File: src/rtl/i3c_bus_arbiter.sv
// I3C bus mastership arbiter: fixed-priority primary, round-robin secondaries; grant one edge after request.
// No backpressure: owners hold req and release with done; the hold timeout revokes; a gap follows every release.
module i3c_bus_arbiter #(
  parameter int NUM_REQ         = 4,
  parameter int BUS_FREE_CYCLES = 4,
  parameter int HOLD_TIMEOUT    = 256
) (
  input  logic                       clk,
  input  logic                       reset,
  input  logic [NUM_REQ-1:0]         req,
  input  logic [NUM_REQ-1:0]         done,
  output logic [NUM_REQ-1:0]         grant,
  output logic [$clog2(NUM_REQ)-1:0] owner_id,
  output logic                       bus_busy,
  output logic                       timeout_flag
);

  localparam int ID_W = $clog2(NUM_REQ);
  localparam int HC_W = (HOLD_TIMEOUT > 1) ? $clog2(HOLD_TIMEOUT) : 1;
  localparam int FC_W = (BUS_FREE_CYCLES > 1) ? $clog2(BUS_FREE_CYCLES) : 1;
  localparam logic [HC_W-1:0] HOLD_LAST = HC_W'(HOLD_TIMEOUT - 1);
  localparam logic [FC_W-1:0] FREE_LOAD = FC_W'(BUS_FREE_CYCLES - 1);
  localparam logic [ID_W-1:0] LAST_ID   = ID_W'(NUM_REQ - 1);
  localparam logic [ID_W-1:0] FIRST_SEC = ID_W'(1);

  typedef enum logic [1:0] {IDLE, OWNED, BUS_FREE} state_t;

  state_t              state, state_nxt;
  logic [ID_W-1:0]     rr_ptr, rr_nxt;
  logic [HC_W-1:0]     hold_cnt, hold_nxt;
  logic [FC_W-1:0]     free_cnt, free_nxt;
  logic [NUM_REQ-1:0]  grant_nxt;
  logic [ID_W-1:0]     owner_nxt;
  logic                busy_nxt;
  logic                tflag_nxt;

  logic                sec_found;
  logic [ID_W-1:0]     sec_id;
  logic [ID_W-1:0]     win_id;
  logic                owner_rel;
  logic                hold_hit;

  // Secondary search starts at rr_ptr and wraps from the last index back to 1, skipping the primary.
  always_comb begin
    int              idx;
    logic [ID_W-1:0] idx_t;
    sec_found = 1'b0;
    sec_id    = '0;
    idx       = 0;
    idx_t     = '0;
    for (int k = 0; k < NUM_REQ - 1; k++) begin
      idx = int'(rr_ptr) + k;
      if (idx >= NUM_REQ) idx = idx - (NUM_REQ - 1);
      idx_t = ID_W'(idx);
      if (!sec_found && req[idx_t]) begin
        sec_found = 1'b1;
        sec_id    = idx_t;
      end
    end
  end

  assign win_id    = req[0] ? '0 : sec_id;
  assign owner_rel = done[owner_id] | ~req[owner_id];
  assign hold_hit  = (HOLD_TIMEOUT != 0) && (hold_cnt == HOLD_LAST);

  always_ff @(posedge clk or posedge reset) begin
    if (reset) state <= IDLE;
    else       state <= state_nxt;
  end

  always_comb begin
    state_nxt = state;
    case (state)
      IDLE:     if (|req) state_nxt = OWNED;
      OWNED:    if (owner_rel || hold_hit) state_nxt = BUS_FREE;
      BUS_FREE: if (free_cnt == '0) state_nxt = IDLE;
      default:  state_nxt = IDLE;
    endcase
  end

  // Next values of the registered outputs and counters.
  always_comb begin
    grant_nxt = grant;
    owner_nxt = owner_id;
    rr_nxt    = rr_ptr;
    hold_nxt  = hold_cnt;
    free_nxt  = free_cnt;
    tflag_nxt = 1'b0;
    busy_nxt  = (state_nxt != IDLE);
    case (state)
      IDLE: begin
        if (state_nxt == OWNED) begin
          grant_nxt         = '0;
          grant_nxt[win_id] = 1'b1;
          owner_nxt         = win_id;
          hold_nxt          = '0;
          if (!req[0]) rr_nxt = (win_id == LAST_ID) ? FIRST_SEC : win_id + 1'b1;
        end
      end
      OWNED: begin
        hold_nxt = hold_cnt + 1'b1;
        if (state_nxt == BUS_FREE) begin
          grant_nxt = '0;
          free_nxt  = FREE_LOAD;
          tflag_nxt = ~owner_rel;  // a coincident release wins over the timeout
        end
      end
      BUS_FREE: begin
        if (free_cnt != '0) free_nxt = free_cnt - 1'b1;
      end
      default: grant_nxt = '0;
    endcase
  end

  always_ff @(posedge clk or posedge reset) begin
    if (reset) begin
      grant        <= '0;
      owner_id     <= '0;
      bus_busy     <= 1'b0;
      timeout_flag <= 1'b0;
      rr_ptr       <= FIRST_SEC;
      hold_cnt     <= '0;
      free_cnt     <= '0;
    end else begin
      grant        <= grant_nxt;
      owner_id     <= owner_nxt;
      bus_busy     <= busy_nxt;
      timeout_flag <= tflag_nxt;
      rr_ptr       <= rr_nxt;
      hold_cnt     <= hold_nxt;
      free_cnt     <= free_nxt;
    end
  end

endmodule

File: config.mk
export PLATFORM = sky130hd
export DESIGN_NAME = i3c_bus_arbiter
export DESIGN_NICKNAME = d
export VERILOG_FILES = /design/src/rtl/i3c_bus_arbiter.sv
export SDC_FILE = /design/constraint.sdc
export NUM_CORES = 1
export LEC_CHECK = 0
export ABC_AREA = 1
export ABC_CLOCK_PERIOD_IN_PS = 2100
export CAP_MARGIN = 15
export CORE_MARGIN = 4
export CORE_UTILIZATION = 49
export DETAILED_ROUTE_END_ITERATION = 8
export PLACE_DENSITY = 0.77
export SYNTH_ARGS = -nofsm -noshare
export SYNTH_HDL_FRONTEND = slang
export SYNTH_SLANG_ARGS = --single-unit
File: constraint.sdc
create_clock -name clk -period 2.1 [get_ports clk]
set_input_delay 0.63 -clock clk [delete_from_list [all_inputs] [get_ports clk]]
set_output_delay 0.63 -clock clk [all_outputs]
set_load 0.01 [all_outputs]
==> flow_metrics.tcl, run 1 <==
set metrics [dict create \
    reg2reg_depth 13 \
    setup_viol 3 \
    grt_use_met3 0.0294 \
    violations "setup timing" \
    postCtsHoldBufs 0 \
    root_buffer "clkbuf_4" \
    yosys-top-cells-area "dfrtp_1 38%, nand2_1 15%, nand3_1 8.3%" \
    report.final.hold_viol_count 0 \
    syn_nets 205 \
    rows 19 \
    via_per_inst 5.26 \
    slew_viol_final 0 \
    clock-sinks 22 \
    postLayoutCoreUtil 0.683 \
    hold_depth 2 \
    reg2reg_from "rr_ptr[0]" \
    busiest_layer "met2" \
    drt_first_pass_iters 6 \
    cts_buffers 3 \
    routedWlPerCell_um 13.5 \
    grt_setup_unrepaired "yes" \
    final.period_utilization 1.00 \
    core_um2 2730 \
    setup_ws_ns -0.00447 \
    endpoint_kind "register" \
    hold_start "grant[2]" \
    dieArea_um2 3740 \
    synth.distinct_cells 22 \
    yosys_warnings 0 \
    grt-ovfl-total 0 \
    die_w_um 61.2 \
    dieHeight_um 61.2 \
    p_leak_nw 0.950 \
    num_antenna_cells 0 \
    routed_wl_um 3440 \
    startpoint "rr_ptr[0]" \
    crit_type "reg2reg" \
    most-common-layout-cells "49 x nand2_1, 21 x dfrtp_1, 19 x inv_1" \
    cp_data_arrival_time_ns 2.35 \
    syn_avg_cell_area_um2 7.41 \
    grt_pass1_vias 1293 \
    ys_seq_area_frac 0.398 \
    worstPathRequired_ns 2.35 \
    nFillCells 211 \
    syn_area_um2 1390 \
    start_util 0.507 \
    ys_ff_latch 22 \
    min_path_type "reg2reg" \
    synth_cells 187 \
    maxCapViolations 0 \
    route.detailed.drc 0 \
    final_common_cell "nand2_1" \
    grt_pass1_wl_um 5360 \
    fin_worst_skew_ns 0.00403 \
    setup_tns_ns -0.00903 \
    total_power_mw 2.83 \
    antenna_left 0 \
    portBuffers 17 \
    drive_above_1_share 0.286 \
    relSlewSlack 0.814 \
    gp_congestion 0.954 \
    tritoncts "built" \
    drt_iter0_markers 72 \
    fmax_ghz 0.475 \
    antenna_found_initial 0 \
    grt_max_degree 23 \
    cts_buffer_depth 2 \
    irDropWorstVdd_mv 1.17 \
    synth_largest_area_cell "dfrtp_1" \
    vias 1342 \
    use_met1 0.207 \
    nNetsFinal 243 \
    post-dp-hpwl_um 2440 \
    synth_top_area_share 0.379 \
    io_pins 18 \
    clk_pin_slew_ns 0.13 \
    status "finished, violations left" \
    worstMarginPinSlew_ns 0.279 \
    critical_path.startpoint_type "register" \
    powerDensity_nw_per_um2 1520 \
    use_met2 0.363 \
    path_max_fanout 6 \
    worst_skew_pair.late_latency_ns 0.31 \
    grtUsageTotal 0.189 \
    period_needed_ns 2.10 \
    reg2reg_slack_ns -0.004 \
    area_growth_pct 34.8 \
    htree_levels 1 \
    rr_endpoint "rr_ptr[1]" \
    min_to "grant[2]" \
]
==> cells in the mapped netlist <==
cell type / count
buf_6: 1
nand2_2: 2
nand3_2: 2
inv_2: 5
a211oi_1: 1
a21oi_1: 4
nor2_8: 1
nand4_1: 6
o21ai_0: 8
ha_1: 8
nand2_1: 57
nor3_1: 1
nand3_1: 23
nand3b_1: 1
nor2_2: 3
nand2_4: 1
nor2_1: 10
dfrtp_1: 21
dfstp_2: 1
xor2_1: 2
o21ai_2: 2
inv_1: 27
==> repair_timing <==
action / 4_1_cts / 5_1_grt
pin swaps: 3 / 13
hold endpoints to repair: 0 / 0
endpoints found under the setup margin: 6 / 6
buffers inserted: 1 / 3
gates resized for setup: 8 / 24
==> stage by stage <==
| step | std cells | hold slack, ns | worst slack (ns) | instance area [µm²] |
|---|---|---|---|---|
| floorplan | 187 | 0.471 | 0.0786 | 1400 |
| global placement | 247 | 0.460 | -0.274 | 1690 |
| detailed placement | 247 | 0.461 | -0.394 | 1690 |
| CTS | 252 | 0.492 | 0.000857 | 1760 |
| global route | 255 | 0.517 | -0.113 | 1870 |
| finish | 255 | 0.495 | -0.00447 | 1870 |
==> kinds of logic (layout without fill, tap and decap cells) <==
| family | after synthesis | after routing | share of synthesized area |
|---|---|---|---|
| adder cells (fa/ha/maj) | 8 | 8 | 0.0723 |
| AO/OA/AOI/OAI | 15 | 15 | 0.0614 |
| XOR/XNOR | 2 | 2 | 0.0126 |
| flip-flops | 22 | 22 | 0.398 |
| AND/OR/NAND/NOR | 107 | 107 | 0.360 |
| buffers and inverters | 33 | 70 | 0.0949 |
==> sequential cells by signal, summed over array words and instances, names as in the netlist <==
name and flops:
bus_busy 1, free_cnt 2, grant 4, hold_cnt 8, owner_id 2, rr_ptr 2
state 2, timeout_flag 1
==> where the power goes <==
part / internal (mW) / total [mW] / leakage, nW / switching [mW]
registers: 0.564 / 0.691 / 0.283 / 0.127
clock network: 0.193 / 0.329 / 0.0279 / 0.136
logic: 0.739 / 1.82 / 0.639 / 1.08
==> worst max-delay path, cell delays in order (launching register included) <==
cell     delay (ns)
dfstp_2        0.56
inv_2          0.06
ha_4           0.26
inv_4          0.08
nand2_1        0.05
nand3_1        0.08
nand2_2        0.07
nor2_4         0.15
nand2_2        0.10
nand3_2        0.13
nand2_4        0.09
ha_4           0.26
nor2_1         0.03
a21oi_1        0.11
==> worst max-delay path by stage <==
| stage | end | slack (ns) | cells past startpoint |
|---|---|---|---|
| floorplan | rr_ptr[1] | 0.08 | 13 |
| global placement | rr_ptr[1] | -0.27 | 12 |
| detailed placement | rr_ptr[1] | -0.39 | 12 |
| CTS | rr_ptr[1] | 0.0009 | 12 |
| global route | rr_ptr[1] | -0.11 | 13 |
| finish | rr_ptr[1] | -0.004 | 13 |
==> metal layers <==
layer	wire (µm)	up-vias
met2	1840	29
li1	-	668
met5	0	-
met1	1390	634
met4	102	0
met3	113	11
==> final cells by class <==
class | instances | area, µm² | area share
Multi-Input combinational cell | 132 | 802 | 0.430
Sequential cell | 22 | 552 | 0.296
Timing Repair Buffer | 34 | 297 | 0.159
Inverter | 32 | 125 | 0.0670
Tap cell | 31 | 38.8 | 0.0208
Clock inverter | 1 | 30.0 | 0.0161
Clock buffer | 3 | 22.5 | 0.0121
(Power assumes the default switching activity.)
==> inputs of run 2 (changes only) <==
- ABC_CLOCK_PERIOD_IN_PS: 2100 -> 2720
- CORE_UTILIZATION: 49 -> 58
- PLACE_DENSITY: 0.77 -> 0.85
- clock period: 2.1 -> 2.72 ns (I/O delays scaled with it)
==> flow_metrics.tcl, run 2 (same netlist as run 1, synthesis figures left out) <==
set metrics [dict create \
    antenna_left 0 \
    io_pins 18 \
    slew_viol_final 0 \
    post_cts_buffers 0 \
    post-dp-hpwl_um 2370 \
    htree_levels 1 \
    endpoint_kind "register" \
    cp_top_family "simple AND/OR/NAND/NOR gates" \
    status "finished, final reports clean" \
    total_power_mw 1.72 \
    route.detailed.drc 0 \
    crit_top_cell "nand2_1" \
    via_per_inst 5.59 \
    core_um2 2230 \
    num_antenna_cells 0 \
    routedWlPerCell_um 13.0 \
    cp_slowest_cell "dfstp_2" \
    setup_tns_ns 0 \
    postCtsHoldBufs 0 \
    tritoncts "built" \
    dieArea_um2 3230 \
    nNetsFinal 228 \
    maxCapViolations 0 \
    dp_cells 233 \
    critical_path.startpoint_type "register" \
    crit_chain "inv_2 > ha_1 > inv_1 > nand2_1 > nand3_1 > nand2_1 > nor2_2 > nand2_1 > nand2_1 > nand3_1 > ha_1 > nor2_1 > a21oi_1" \
    most-common-layout-cells "57 x nand2_1, 27 x inv_1, 23 x nand3_1" \
    grtUsageTotal 0.211 \
    gp_congestion 0.875 \
    largest_reg_flops 8 \
    die_w_um 56.9 \
    hold_depth 2 \
    final_cells 237 \
    dieHeight_um 56.9 \
    grt_pass1_vias 1304 \
    reg2reg_from "rr_ptr[0]" \
    setup_ws_ns 0.294 \
    worstMarginPinSlew_ns 0.353 \
    path_max_fanout 6 \
    worstPathRequired_ns 2.94 \
    rr_endpoint "rr_ptr[1]" \
    relSlewSlack 0.765 \
    grt_max_degree 23 \
    fin_worst_skew_ns 0.0115 \
    crit_type "reg2reg" \
    critPathMaxStageDelay_ns 0.61 \
    fmax_ghz 0.412 \
    final.period_utilization 0.892 \
    drive_above_1_share 0.110 \
    largest_registers "hold_cnt x8, grant x4" \
    final_common_cell "nand2_1" \
    crit_buf_inv 2 \
    min_path_type "reg2reg" \
    reg2reg_slack_ns 0.29 \
    setup_viol 0 \
    pre_cts_slack_ns 0.0243 \
    postLayoutCoreUtil 0.730 \
    root_buffer "clkbuf_4" \
    start_util 0.620 \
    worst_skew_pair.late_latency_ns 0.31 \
    hold_start "grant[3]" \
    portBuffers 17 \
    rows 17 \
    routed_wl_um 3080 \
    powerDensity_nw_per_um2 1050 \
    top_register "hold_cnt" \
    period_needed_ns 2.43 \
    reg2reg_depth 13 \
    grt-ovfl-total 0 \
    cp_data_arrival_time_ns 2.64 \
    grt_pass1_wl_um 5480 \
    grt_setup_unrepaired "no" \
    clock-sinks 22 \
    drt_iter0_markers 51 \
    report.final.hold_viol_count 0 \
    p_leak_nw 0.866 \
    antenna_found_initial 0 \
    cts_buffer_depth 2 \
    clk_pin_slew_ns 0.13 \
    vias 1324 \
    irDropWorstVdd_mv 0.712 \
    cts_resized 0 \
    cts_buffers 3 \
    area_growth_pct 17.7 \
    drt_first_pass_iters 6 \
    min_to "grant[3]" \
]
-- run 2: cell count changes in the layout (fill, tap and decap cells not counted), sizes merged --
cell	previous run	this run
buf	17	2
clkbuf	3	4
dlygate4sd2	1	0
clkdlybuf4s50	16	17
bufinv	1	0
-- run 2: layout make-up --
cell class | instances | area [µm²]
inverters | 32 | 120
clock buffers | 4 | 36.3
flip-flops and latches | 22 | 552
well taps | 28 | 35.0
repair buffers | 19 | 185
multi-input cells | 132 | 702
fillers | 163 | 603
-- run 2: report_power, final --
| part | leakage, nW | switching (mW) | internal (mW) | total [mW] |
|---|---|---|---|---|
| Clock | 0.0210 | 0.0997 | 0.0818 | 0.181 |
| Sequential | 0.283 | 0.105 | 0.436 | 0.541 |
| Combinational | 0.561 | 0.635 | 0.361 | 0.996 |
| Total | 0.866 | 0.840 | 0.879 | 1.72 |
-- run 2: worst max-delay path by stage --
| stage | startpoint | slack [ns] | endpoint | cells past startpoint |
|---|---|---|---|---|
| after floorplan | rr_ptr[0] | 0.56 | rr_ptr[1] | 13 |
| after global placement | req[1] | 0.14 | rr_ptr[1] | 12 |
| after detailed placement | req[1] | 0.02 | rr_ptr[1] | 12 |
| after CTS | rr_ptr[0] | 0.31 | rr_ptr[1] | 13 |
| after global routing | rr_ptr[0] | 0.15 | rr_ptr[1] | 13 |
| final | rr_ptr[0] | 0.29 | rr_ptr[1] | 13 |
-- run 2: metal layers --
layer,GRT usage,routed length (µm),up-vias
li1,-,-,640
met1,0.253,1250,628
met2,0.366,1600,44
met3,0.0437,151,12
met4,0.0795,77,0
met5,0,0,-
-- run 2: through the flow --
stage,hold slack (ns),cell area [µm²]
floorplan,0.471,1390
global placement,0.459,1590
detailed placement,0.462,1590
CTS,0.496,1630
global route,0.511,1630
finish,0.493,1630
-- run 2: worst register-to-register path, stage by stage, from the launching register on --
cell,delay [ns]
dfstp_2,0.61
inv_2,0.06
ha_1,0.37
inv_1,0.17
nand2_1,0.08
nand3_1,0.07
nand2_1,0.06
nor2_2,0.16
nand2_1,0.09
nand2_1,0.09
nand3_1,0.12
ha_1,0.31
nor2_1,0.10
a21oi_1,0.04
==> variant (config.mk and constraints of run 1) <==
The parameter `NUM_REQ` goes from 4 to 8.
--- a/src/rtl/i3c_bus_arbiter.sv
+++ b/src/rtl/i3c_bus_arbiter.sv
@@ -2,5 +2,5 @@
 // No backpressure: owners hold req and release with done; the hold timeout revokes; a gap follows every release.
 module i3c_bus_arbiter #(
-  parameter int NUM_REQ         = 4,
+  parameter int NUM_REQ         = 8,
   parameter int BUS_FREE_CYCLES = 4,
   parameter int HOLD_TIMEOUT    = 256
Interface: changed (resized done, grant, owner_id and req); port bits go from 18 to 31. No check against the original RTL was run, so the function may have changed too.
==> variant against run 1 <==
- the flow still finishes with violations (negative setup slack)
- clock skew grew 0.0027 ns
- via count grew to 2.6 times the old value
- design area rose by 140%
- synthesized area is 100% higher
- synthesized cell count rose by 140%
- cell count rose to 2.5 times the old value
- setup slack worse by 0.88 ns
- critical path depth rose by 7
- count of clock-buffer cells in the layout unchanged
- routed wire length grew to 2.8 times the old value
- non-clock buffer count grew 97
- sequential cell count up 6
- highest routed layer unchanged
Power is left out: the tool's default activity adds up to more than one toggle a clock period on the data nets, which glitch-free logic cannot reach.
==> variant: results (changes against run 1) <==
status: finished with violations
failing checks: negative setup slack
fin worst setup slack: -0.886 ns (-0.881 ns)
drt first pass iters: 5 (-1)
Regs by FF count: grant (8), hold_cnt (8)
antenna cells: 0 (unchanged)
crit path from: rr_ptr[0]$_DFFE_PP1P_
Hold WC Path Type: reg -> reg
met3 Usage GRT: 3.75% (+0.82 points)
Setup Viol. Count Final: 14 (+11)
H-tree Lvls: 1 (unchanged)
Nets: 604 (+150%)
r2r startpoint: rr_ptr[0]$_DFFE_PP1P_
Fill cells: 354 (+68%)
Synth Warn #: 0 (unchanged)
Crit Path Max Fanout: 5 (-1)
Syn Nets: 476 (+130%)
leading cell types by count after synthesis: nand2_1, nand3_1, inv_1
critical path class: reg -> reg
largest net degree at the start of global routing: 29 (+26%)
CP Capture Point: rr_ptr[2]$_DFFE_PP0P_
Arrival @ worst endpoint: 3.13 ns (+0.78 ns)
antenna violations before repair: 0 (unchanged)
share of layout cells above drive strength 1: 40.1% (+12 points)
cell with the largest stage delay on the worst path: dfstp_2
Final Skew: 0.00673 ns (+0.00271 ns)
delay-heaviest family, CP: simple AND/OR/NAND/NOR gates
1st-iter DRT viols: 273 (+280%)
CTS clk-pin slew, worst paths: 0.10 ns (-0.03 ns)
Layout area overhead: 57.7%
Least-Margin Pin Slew: 0.559 ns (+0.279 ns)
number of global-route vias before repair: 3414 (+160%)
Placer Congestion: 1.02 (+6.5%)
synth top area cells: dfrtp_1, nand2_1, nand3_1, inv_1, ha_1
first-pass GRT wire length: 15400 um (+190%)
Avg WL per Cell: 14.8 um (+10%)
Worst-Skew Late Latency: 0.28 ns (-0.03 ns)
Post-synth EDFFs: 0 (unchanged)
CTS root buffer: clkbuf_8
hpwl dp: 6800 um (+180%)
GRT Total Usage: 25.9% (+7.0 points)
grt met1 use: 33.6% (+13 points)
Reg2Reg Depth: 20 (+7)
sequential area share after synthesis: 25.0% (-15 points)
IO buf count: 30 (+13)
CTS max path bufs: 2 (unchanged)
Synth Flop Type: dfrtp_1
Yosys cell types: 37 (+68%)
met2 Resource Use GR: 45.5% (+9.2 points)
CTS buffer count: 3 (unchanged)
DR vias/cell: 5.45 (+3.5%)
dpl cell area: 3770 um2 (+120%)
==> variant: cell types whose count changed in the layout (fill, tap and decap cells not counted), sizes merged, moves of 9 or more <==
cell   before  now
nor2       14   23
o21ai      10   32
nand3      25   54
nand2      60  182
inv        32   60
buf        17  105
==> variant: tightest hold or removal path, stage by stage (launching register included) <==
cell     delay, ns
dfrtp_1       0.35
nand2_1       0.05
nand2_1       0.05
==> variant: kinds of logic (layout without fill, tap and decap cells) <==
logic type	after synthesis	count (layout)	share of synthesized area [%]
simple gates	272	273	44.6
flops	28	28	25.0
fa+ha+maj	14	14	6.25
compound gates	58	58	12.6
xor+xnor	3	3	0.937
buf+inv	69	195	10.6
==> variant: routing by layer <==
metal	up-vias	wire length, um
met3	36	647
li1	1693	-
met5	-	0
met2	161	4710
met4	0	270
met1	1614	3910
==> variant: through the flow <==
step | worst slack [ns] | hold WS, ns | TNS [ns] | cells
3_3_place_gp | -0.860 | 0.469 | -15.14 | 617
2_1_floorplan | -0.787 | 0.455 | -7.35 | 444
4_1_cts | -0.796 | 0.488 | -9.61 | 633
3_5_place_dp | -0.928 | 0.473 | -16.68 | 617
6_report | -0.886 | 0.485 | -10.29 | 643
5_1_grt | -1.05 | 0.523 | -12.76 | 643
==> variant: what timing repair did <==
action | in CTS | in global routing
cloned | 1 | 0
resized for setup | 93 | 50
endpoints found under the setup margin | 27 | 20
pin swaps | 34 | 37
buffers inserted | 13 | 11
==> variant: worst min-delay path by stage <==
| stage | start | slack (ns) | endpoint | cells past startpoint |
|---|---|---|---|---|
| final | grant[7]$_DFFE_PP0P_ | 0.48 | grant[7]$_DFFE_PP0P_ | 2 |
| after floorplan | hold_cnt[3]$_DFFE_PP0P_ | 0.46 | hold_cnt[3]$_DFFE_PP0P_ | 1 |
| after global routing | grant[3]$_DFFE_PP0P_ | 0.52 | grant[3]$_DFFE_PP0P_ | 2 |
| after global placement | grant[6]$_DFFE_PP0P_ | 0.47 | grant[6]$_DFFE_PP0P_ | 2 |
| after CTS | grant[7]$_DFFE_PP0P_ | 0.49 | grant[7]$_DFFE_PP0P_ | 2 |
| after detailed placement | grant[4]$_DFFE_PP0P_ | 0.47 | grant[4]$_DFFE_PP0P_ | 2 |
==> variant: area by class of cell <==
class,count,area share [%]
repair buffers,131,24.7
flip-flops and latches,28,15.9
multi-input cells,348,50.3
inverters,60,5.49
clock inverters,1,0.679
well taps,72,2.04
clock buffers,3,0.934
